[src/rtl/crossbar_cfg_loader_if.sv]
// crossbar_cfg_loader_if: valid/ready config beat stream feeding the crossbar config loader
interface crossbar_cfg_loader_if #(
    parameter int CFG_WIDTH = 32,
    parameter int CTX_W     = 2
);
    logic                 cfg_valid;
    logic                 cfg_ready;
    logic [CFG_WIDTH-1:0] cfg_data;
    logic                 cfg_last;
    logic [CTX_W-1:0]     cfg_ctx;
    modport master (output cfg_valid, cfg_data, cfg_last, cfg_ctx, input cfg_ready);
    modport slave  (input cfg_valid, cfg_data, cfg_last, cfg_ctx, output cfg_ready);
endinterface

[src/rtl/crossbar_cfg_loader.sv]
// crossbar_cfg_loader: stages streamed select words, commits them into context slots, drives the active selects
module crossbar_cfg_loader #(
    parameter int NUM_INPUTS  = 14,
    parameter int NUM_OUTPUTS = 16,
    parameter int SEL_WIDTH   = $clog2(NUM_INPUTS),
    parameter int CFG_WIDTH   = 32,
    parameter int NUM_CTX     = 4,
    parameter int CTX_W       = (NUM_CTX > 1) ? $clog2(NUM_CTX) : 1
) (
    input  logic                                clk_gated,
    input  logic                                rst_n,
    crossbar_cfg_loader_if.slave                cfg,
    input  logic                                ctx_switch_i,
    input  logic [CTX_W-1:0]                    ctx_sel_i,
    output logic [NUM_OUTPUTS-1:0][SEL_WIDTH-1:0] select_o,
    output logic [CTX_W-1:0]                    active_ctx_o,
    output logic [NUM_CTX-1:0]                  ctx_valid_o,
    output logic                                busy_o,
    output logic                                done_o,
    output logic                                err_o,
    output logic [2:0]                          err_code_o
);
    localparam int OPW   = CFG_WIDTH / SEL_WIDTH;
    localparam int WORDS = (NUM_OUTPUTS + OPW - 1) / OPW;
    localparam int WCW   = (WORDS > 1) ? $clog2(WORDS) : 1;
    localparam logic [SEL_WIDTH:0] SEL_LIM = (SEL_WIDTH+1)'(NUM_INPUTS);

    typedef logic [NUM_OUTPUTS-1:0][SEL_WIDTH-1:0] sel_t;
    typedef enum logic [1:0] {IDLE, LOAD, COMMIT, DRAIN} state_t;

    state_t               state_q, state_d;
    logic [WCW-1:0]       word_cnt_q, word_cnt_d, k;
    logic [CTX_W-1:0]     tgt_q, active_q, active_d;
    sel_t                 stage_q, stage_d, select_q, select_d;
    sel_t                 ctx_mem_q [NUM_CTX];
    logic [NUM_CTX-1:0]   ctx_valid_q;
    logic [NUM_OUTPUTS-1:0] bad;
    logic                 accept, load_st, last_word;
    logic                 short_e, long_e, range_e, commit_ok, sw_ok, sw_err;
    logic                 done_q, err_q, err_d;
    logic [2:0]           err_code_q, err_code_d;

    assign cfg.cfg_ready = rst_n && state_q != COMMIT;
    assign accept        = cfg.cfg_valid && cfg.cfg_ready;
    assign load_st       = state_q == IDLE || state_q == LOAD;
    assign k             = (state_q == LOAD) ? word_cnt_q : '0;
    assign last_word     = k == WCW'(WORDS - 1);

    // Each output field is owned by exactly one beat; fields past NUM_OUTPUTS simply have no owner
    for (genvar i = 0; i < NUM_OUTPUTS; i++) begin : g_stage
        assign stage_d[i] = (accept && load_st && k == WCW'(i / OPW))
                          ? cfg.cfg_data[(i % OPW)*SEL_WIDTH +: SEL_WIDTH] : stage_q[i];
        assign bad[i]     = {1'b0, stage_q[i]} >= SEL_LIM;
    end

    // State register
    always_ff @(posedge clk_gated or negedge rst_n) begin
        if (!rst_n) begin
            state_q    <= IDLE;
            word_cnt_q <= '0;
        end else begin
            state_q    <= state_d;
            word_cnt_q <= word_cnt_d;
        end
    end

    // Next state: beat position and last flag decide commit, short/long abort or continue
    always_comb begin
        state_d    = state_q;
        word_cnt_d = word_cnt_q;
        case (state_q)
            IDLE, LOAD: begin
                if (accept) begin
                    if (cfg.cfg_last) state_d = last_word ? COMMIT : IDLE;
                    else if (last_word) state_d = DRAIN;
                    else begin
                        state_d    = LOAD;
                        word_cnt_d = k + 1'b1;
                    end
                end
            end
            DRAIN:   state_d = (accept && cfg.cfg_last) ? IDLE : DRAIN;
            default: state_d = IDLE;
        endcase
    end

    // Outputs: error classification, context switch and write-first select update
    always_comb begin
        short_e    = load_st && accept && cfg.cfg_last && !last_word;
        long_e     = load_st && accept && !cfg.cfg_last && last_word;
        range_e    = state_q == COMMIT && |bad;
        commit_ok  = state_q == COMMIT && !(|bad);
        sw_ok      = ctx_switch_i && ctx_valid_q[ctx_sel_i];
        sw_err     = ctx_switch_i && !ctx_valid_q[ctx_sel_i];
        err_d      = short_e || long_e || range_e || sw_err;
        err_code_d = range_e ? 3'd3 : short_e ? 3'd1 : long_e ? 3'd2 : sw_err ? 3'd4 : err_code_q;
        active_d   = sw_ok ? ctx_sel_i : active_q;
        select_d   = (commit_ok && tgt_q == active_d) ? stage_q
                   : sw_ok ? ctx_mem_q[ctx_sel_i] : select_q;
    end

    // Datapath registers: staging, context memory, active selects and status pulses
    always_ff @(posedge clk_gated or negedge rst_n) begin
        if (!rst_n) begin
            tgt_q       <= '0;
            stage_q     <= '0;
            ctx_mem_q   <= '{default: '0};
            ctx_valid_q <= NUM_CTX'(1);
            active_q    <= '0;
            select_q    <= '0;
            done_q      <= 1'b0;
            err_q       <= 1'b0;
            err_code_q  <= '0;
        end else begin
            if (accept && state_q == IDLE) tgt_q <= cfg.cfg_ctx;
            stage_q <= stage_d;
            if (commit_ok) begin
                ctx_mem_q[tgt_q]   <= stage_q;
                ctx_valid_q[tgt_q] <= 1'b1;
            end
            active_q   <= active_d;
            select_q   <= select_d;
            done_q     <= commit_ok;
            err_q      <= err_d;
            err_code_q <= err_code_d;
        end
    end

    assign select_o     = select_q;
    assign active_ctx_o = active_q;
    assign ctx_valid_o  = ctx_valid_q;
    assign busy_o       = state_q != IDLE;
    assign done_o       = done_q;
    assign err_o        = err_q;
    assign err_code_o   = err_code_q;
endmodule

[src/flat_wrapper.sv]
// flat-port wrapper written by rule: the top's interface ports become plain ports
module crossbar_cfg_loader_flat 
#(
    parameter int NUM_INPUTS  = 14,
    parameter int NUM_OUTPUTS = 16,
    parameter int SEL_WIDTH   = $clog2(NUM_INPUTS),
    parameter int CFG_WIDTH   = 32,
    parameter int NUM_CTX     = 4,
    parameter int CTX_W       = (NUM_CTX > 1) ? $clog2(NUM_CTX) : 1
)
  (clk_gated, rst_n, ctx_switch_i, ctx_sel_i, select_o, active_ctx_o, ctx_valid_o, busy_o, done_o, err_o, err_code_o, cfg_cfg_valid, cfg_cfg_data, cfg_cfg_last, cfg_cfg_ctx, cfg_cfg_ready);
  crossbar_cfg_loader_if #(.CFG_WIDTH(CFG_WIDTH), .CTX_W(CTX_W)) cfg_i ();
  input  logic clk_gated;
  input  logic rst_n;
  input  logic ctx_switch_i;
  input  logic [CTX_W-1:0] ctx_sel_i;
  output logic [NUM_OUTPUTS-1:0][SEL_WIDTH-1:0] select_o;
  output logic [CTX_W-1:0] active_ctx_o;
  output logic [NUM_CTX-1:0] ctx_valid_o;
  output logic busy_o;
  output logic done_o;
  output logic err_o;
  output logic [2:0] err_code_o;
  input wire logic [$bits(cfg_i.cfg_valid)-1:0] cfg_cfg_valid;
  input wire logic [$bits(cfg_i.cfg_data)-1:0] cfg_cfg_data;
  input wire logic [$bits(cfg_i.cfg_last)-1:0] cfg_cfg_last;
  input wire logic [$bits(cfg_i.cfg_ctx)-1:0] cfg_cfg_ctx;
  output wire logic [$bits(cfg_i.cfg_ready)-1:0] cfg_cfg_ready;
  assign cfg_i.cfg_valid = cfg_cfg_valid;
  assign cfg_i.cfg_data = cfg_cfg_data;
  assign cfg_i.cfg_last = cfg_cfg_last;
  assign cfg_i.cfg_ctx = cfg_cfg_ctx;
  assign cfg_cfg_ready = cfg_i.cfg_ready;
  crossbar_cfg_loader #(.NUM_INPUTS(NUM_INPUTS), .NUM_OUTPUTS(NUM_OUTPUTS), .SEL_WIDTH(SEL_WIDTH), .CFG_WIDTH(CFG_WIDTH), .NUM_CTX(NUM_CTX), .CTX_W(CTX_W)) u_core (.clk_gated(clk_gated), .rst_n(rst_n), .cfg(cfg_i), .ctx_switch_i(ctx_switch_i), .ctx_sel_i(ctx_sel_i), .select_o(select_o), .active_ctx_o(active_ctx_o), .ctx_valid_o(ctx_valid_o), .busy_o(busy_o), .done_o(done_o), .err_o(err_o), .err_code_o(err_code_o));
endmodule
[config.mk]
export PLATFORM = sky130hd
export DESIGN_NAME = crossbar_cfg_loader_flat
export DESIGN_NICKNAME = d
export VERILOG_FILES = /design/src/rtl/crossbar_cfg_loader_if.sv /design/src/rtl/crossbar_cfg_loader.sv /design/src/flat_wrapper.sv
export SDC_FILE = /design/constraint.sdc
export NUM_CORES = 1
export LEC_CHECK = 0
export CAP_MARGIN = 20
export CORE_MARGIN = 2
export CORE_UTILIZATION = 35
export DETAILED_ROUTE_END_ITERATION = 10
export GPL_ROUTABILITY_DRIVEN = 0
export RECOVER_POWER = 50
export SLEW_MARGIN = 10
export SYNTH_ARGS = -nofsm -noshare
export SYNTH_HDL_FRONTEND = slang
export SYNTH_SLANG_ARGS = --single-unit
[constraint.sdc]
create_clock -name clk_gated -period 4.98 [get_ports clk_gated]
set_clock_uncertainty 0.1 [all_clocks]
set_input_delay 1.245 -clock clk_gated [delete_from_list [all_inputs] [get_ports clk_gated]]
set_output_delay 1.245 -clock clk_gated [all_outputs]
set_load 0.01 [all_outputs]
# Yosys cells after proc, flatten, opt, wreduce, memory -nomap -nowiden
# Cells that the tools add are included.
# W data, S select, Z words.
# op_classes
eq_ne	6
add_sub_neg	1
n_bitwise	5
muxes	24
n_reduce_logical	33
n_lt_le_gt_ge	22
# ops
op	n
$mux W64	5
$bwmux W256	1
$bmux W64 S2	1
$demux W64 S2	1
$ge A4 B4 Y1 const B	16
$logic_and A1 B1 Y1	18
$reduce_or A16 Y1	1
$mux W2	6
$mux W3	4
$ge A3 B3 Y1 const B	2
$lt A2 B3 Y1 const B	2
$not A2 Y3	2
$eq A2 B2 Y1 const B	2
$logic_not A1 Y1	4
$logic_or A1 B1 Y1	4
$or A4 B4 Y4	1
$pmux W2 S2	1
$reduce_and A4 Y1	1
$reduce_bool A2 Y1	2
$reduce_bool A4 Y1	1
$lt A3 B1 Y1 const B	1
$mux W1	3
$bmux W1 S2	1
$demux W1 S2	1
9 further kinds	10
# word_totals
inputBits	41
word_cells	195
out_inout_bits	77
register_bits	400

# Longest topological paths before layout
# depth
ltp_word	9
mapped_depth	9
ltp_nobuf	6

# Worst setup path after synthesis
# Ideal clock, no wire load.
# synth_path
path_kind	input to register
from	in ctx_sel_i[0]
to	reg u_core.select_q (netlist bit u_core.select_o[50])
arrival_time_ps	2646
path_stages	8
setup_ps	123
required_ps	4757
path_buffers	2
slack_ps	2110
cell_sequence	mux2_4 o2bb2ai_1 mux2_2 xnor2_1 and3_1 buf_4 buf_2 o21ai_1
# synth_between
elab_chain_cells	7
elab_cells_between_ends	13
cone_classes	eq/ne: 1; mux: 8; bitwise: 1; reduce/logical: 3
# synth_rtl
element	line_no	source
start: declaration	flat_wrapper.sv:16	input logic [CTX_W-1:0] ctx_sel_i;
$bmux W1 S2	crossbar_cfg_loader.sv:93	sw_ok = ctx_switch_i && ctx_valid_q[ctx_sel_i];
$mux W1 (not written as such)	crossbar_cfg_loader.sv:93	
$logic_and A1 B1 Y1	crossbar_cfg_loader.sv:93	
$mux W2 *	crossbar_cfg_loader.sv:97	active_d = sw_ok ? ctx_sel_i : active_q;
via u_core.active_d[0]	crossbar_cfg_loader.sv:33	logic [CTX_W-1:0] tgt_q, active_q, active_d;
$eq A2 B2 Y1 *	crossbar_cfg_loader.sv:98	select_d = (commit_ok && tgt_q == active_d) ? stage_q
$logic_and A1 B1 Y1 *	crossbar_cfg_loader.sv:98	
$mux W64 / $reduce_bool A2 Y1 (equally long branches)	--	
end signal: assignment	crossbar_cfg_loader.sv:122	select_q <= select_d;
end: declaration	crossbar_cfg_loader.sv:34	sel_t stage_q, stage_d, select_q, select_d;
# The timed path passes the listed nets; every way through them passes the cells marked *. The select of a mux whose other input is x is not followed.
# A chain may end at the register's enable or synchronous reset.

# Worst setup path in the final report
# layout_path
from	in rst_n
to	reg u_core.stage_q[12] (netlist bit)
# layout_between
elab_chain_cells	4
# layout_rtl
element	line_no	source
start: declaration	flat_wrapper.sv:14	input logic rst_n;
$logic_and A1 B1 Y1	crossbar_cfg_loader.sv:43	assign cfg.cfg_ready = rst_n && state_q != COMMIT;
$logic_and A1 B1 Y1	crossbar_cfg_loader.sv:44	assign accept = cfg.cfg_valid && cfg.cfg_ready;
$logic_and A1 B1 Y1 (2 in series)	crossbar_cfg_loader.sv:51	assign stage_d[i] = (accept && load_st && k == WCW'(i / OPW))
end signal: assignment	crossbar_cfg_loader.sv:116	stage_q <= stage_d;
end: declaration	crossbar_cfg_loader.sv:34	
# Every way passes these cells.

==> impl_metrics.tcl <==
set metrics [dict create \
    power.clock.fraction 0.280 \
    antenna_violating_nets_post_route 0 \
    final.fill_count 4533 \
    finalWirelength_um 45700 \
    htree_depth 2 \
    avgRoutedWirePerCell_um 23.6 \
    final_period_minus_worst_setup_slack_ns 4.06 \
    commonest_non_fill_non_tap_cells_in_the_layout "sky130_fd_sc_hd__dfrtp_1 (399), sky130_fd_sc_hd__mux2_2 (322), sky130_fd_sc_hd__clkdlybuf4s50_1 (78)" \
    max_slew.worst_pin.slew_ns 1.72 \
    postSynthNetCount 1175 \
    yosysWarnings 0 \
    cp-start-kind "input port" \
    floorplan.core_area_um2 49100 \
    edff_count_synth 0 \
    number_of_instances_in_the_synthesized_netlist 1134 \
    place_worst_setup_slack_ns 0.872 \
    worstSetupPathType "input port to flop" \
    combined_area_of_all_synthesized_cells_um2 17400 \
    num_vias 10439 \
    timing.final.setup_violations 0 \
    drive_gt1_frac 0.387 \
    post_synth.cell_area_avg_um2 15.4 \
    grt_setup_unrepaired "no" \
    power.combinational.fraction 0.265 \
    min_delay_path_depth 1 \
    hp-class "flop to flop" \
    power_density_nw_per_um2 577 \
    routed_via_density 5.39 \
    worst_ir_drop_vdd_mv 0.315 \
    maximum_clock_frequency_mhz 246 \
    post_cts_hold_buffer_count 0 \
    clock_tree.root_cell "sky130_fd_sc_hd__clkbuf_16" \
    flow.area_growth_from_synthesis_pct 18.5 \
    power.internal_uw 8090 \
    grt.total_usage 0.182 \
    initial_standard_cell_utilization_of_the_core 0.355 \
    placement.io_buffers 117 \
    switching_share 0.320 \
    cp.arrival_ns 4.40 \
    worst_setup_hold_path_clk_slew_ns 0.06 \
    detailedRoute.firstPassIterationCount 5 \
    n_antenna_cell 0 \
    leakage_uw 0.00927 \
    violations "max-capacitance violations, max-slew violations" \
    ratio_of_final_minimum_period_to_clock_period 0.816 \
    hold_viol 0 \
    io_pins 118 \
    switchingPower_uw 3810 \
    clock_sink_count 400 \
    final_nets 1278 \
    number_of_global_route_vias_before_repair 11156 \
    power_frac_seq 0.456 \
    placement_rows 81 \
    tritoncts_clock_tree "yes" \
    die_area_um2 51500 \
    status "finished with violations" \
    yosysSeqAreaShare 0.575 \
    final_max_slew_viols 194 \
    most_frequent_standard_cell_in_the_layout_excluding_fill_and_tap_cells "sky130_fd_sc_hd__dfrtp_1" \
    numCtsBuffers 43 \
    drt_drc_violations_left 0 \
    globalRouteOverflowTotal 0 \
    synth_async_sr_flop_share 1.00 \
    dominantRegCellSynth "sky130_fd_sc_hd__dfrtp_1" \
    worst_skew_late_latency_ns 0.56 \
    die_height_um 227 \
    number_of_buffers_inserted_by_post_cts_setup_repair 0 \
    crit_path_end_kind "flop" \
    post-route-worst-setup-slack_ns 0.915 \
    dieWidth_um 227 \
    post_cts_resized 0 \
    cts.path.max_buffers 3 \
    dp_hpwl_um 26700 \
    critical_path.max_fanout 27 \
    grt_first_pass_wirelength_um 70500 \
    timing.slew.headroom -0.149 \
    synth.ff_latch_count 400 \
    required_ns 5.32 \
    timing.reg2reg.worst_path_depth 7 \
    grt_antenna_before_repair 0 \
    setup-tns-final_ns 0 \
    yosys.cell_types.count 36 \
    max_cap_viol_count 3 \
    drtIter0Drc 659 \
    largest_net_degree_at_the_start_of_global_routing 78 \
]
worst max-delay path: stages:
cell,delay (ns)
sky130_fd_sc_hd__clkbuf_1,0.58
sky130_fd_sc_hd__nand2_1,0.14
sky130_fd_sc_hd__or2_2,0.33
sky130_fd_sc_hd__a21oi_1,0.77
sky130_fd_sc_hd__clkbuf_2,0.87
sky130_fd_sc_hd__mux2_2,0.42
per-layer routing:
metal	wire length [um]	GRT usage	up-vias
met4	883	0.0449	0
li1	-	-	4454
met2	22100	0.297	215
met1	20700	0.251	5711
met5	0	0	-
met3	2040	0.0327	59
path summary, 6_finish.rpt:
kind                       slack [ns]                        startpoint                           endpoint
max                              0.92                             rst_n     u_core.stage_q[12]$_DFFE_PN0P_
min                              0.40  u_core.ctx_mem_q[73]$_DFFE_PN0P_   u_core.ctx_mem_q[73]$_DFFE_PN0P_
max reg2reg                      1.30    u_core.stage_q[55]$_DFFE_PN0P_  u_core.ctx_mem_q[178]$_DFFE_PN0P_
min reg2reg                      0.40  u_core.ctx_mem_q[73]$_DFFE_PN0P_   u_core.ctx_mem_q[73]$_DFFE_PN0P_
max in group asynchronous        1.17                             rst_n  u_core.ctx_mem_q[185]$_DFFE_PN0P_
min in group asynchronous        1.40                             rst_n  u_core.ctx_mem_q[140]$_DFFE_PN0P_
Yosys cell counts, types with 3 or more instances:
library cell               instances  area [um^2]
sky130_fd_sc_hd__mux4_2           64         1440
sky130_fd_sc_hd__o21ai_1          60          300
sky130_fd_sc_hd__mux2_2          323         3640
sky130_fd_sc_hd__dfrtp_1         399         9980
sky130_fd_sc_hd__buf_1            11         41.3
sky130_fd_sc_hd__nand3b_1          3         22.5
sky130_fd_sc_hd__buf_4             7         52.6
sky130_fd_sc_hd__nand2_1           7         26.3
sky130_fd_sc_hd__clkbuf_1         22         82.6
sky130_fd_sc_hd__nand2b_1          3         18.8
sky130_fd_sc_hd__nor2b_1           3         18.8
sky130_fd_sc_hd__o21bai_1          3         22.5
sky130_fd_sc_hd__or2_2             3         18.8
sky130_fd_sc_hd__mux2i_1          65          651
sky130_fd_sc_hd__nand3_1          20          100
sky130_fd_sc_hd__nand4_1          68          425
sky130_fd_sc_hd__buf_6            20          225
sky130_fd_sc_hd__buf_2            25          125
sky130_fd_sc_hd__o21ai_0           6         30.0
metrics by stage:
| step | std cells | hold WS [ns] | area [um^2] | utilization | power [uW] |
|---|---|---|---|---|---|
| after floorplan | 1134 | 0.374 | 17400 | - | 7060 |
| after global placement | 1856 | 0.381 | 19200 | 0.392 | 8600 |
| after detailed placement | 1856 | 0.387 | 19200 | 0.392 | 8710 |
| after CTS | 1935 | 0.400 | 20700 | 0.422 | 12100 |
| after global routing | 1935 | 0.406 | 20600 | 0.421 | 12500 |
| final | 1935 | 0.397 | 20600 | 0.421 | 11900 |
layout make-up:
cell class,instances,area (um^2),share of cell area
timing repair buffer,143,1400,0.0676
inverter,1,3.75,0.000182
clock buffer,61,1200,0.0584
multi-input combinational,648,6920,0.335
clock inverter,18,268,0.0130
tap,664,831,0.0403
sequential,400,10000,0.485
power groups by stage:
stage | Combinational [uW] | Sequential, uW | Clock [uW]
after floorplan | 1910 | 5150 | 0
after global placement | 3160 | 5440 | 0
after detailed placement | 3230 | 5480 | 0
after CTS | 3230 | 5440 | 3410
after global routing | 3390 | 5600 | 3550
final | 3150 | 5420 | 3330
registers in the layout, indices dropped and copies added, names as in the netlist, 2 cells and up:
| register | count |
|---|---|
| u_core.ctx_valid_o | 4 |
| u_core.err_code_o | 3 |
| u_core.active_ctx_o | 2 |
| u_core.tgt_q | 2 |
| u_core.stage_q | 64 |
| u_core.select_o | 64 |
| u_core.ctx_mem_q | 256 |
| u_core.state_q | 2 |
cells by family (layout without fill, tap and decap cells):
| group | Yosys count | in the layout | share of synthesized area |
|---|---|---|---|
| muxes | 453 | 453 | 0.330 |
| xor gates and xnor gates | 2 | 2 | 0.00101 |
| DFF | 400 | 400 | 0.575 |
| and+or+nand+nor | 116 | 116 | 0.0396 |
| buffers and inverters | 86 | 223 | 0.0305 |
| AOI/OAI and AO/OA | 77 | 77 | 0.0239 |
No activity file was read; power rests on OpenSTA's default activity.
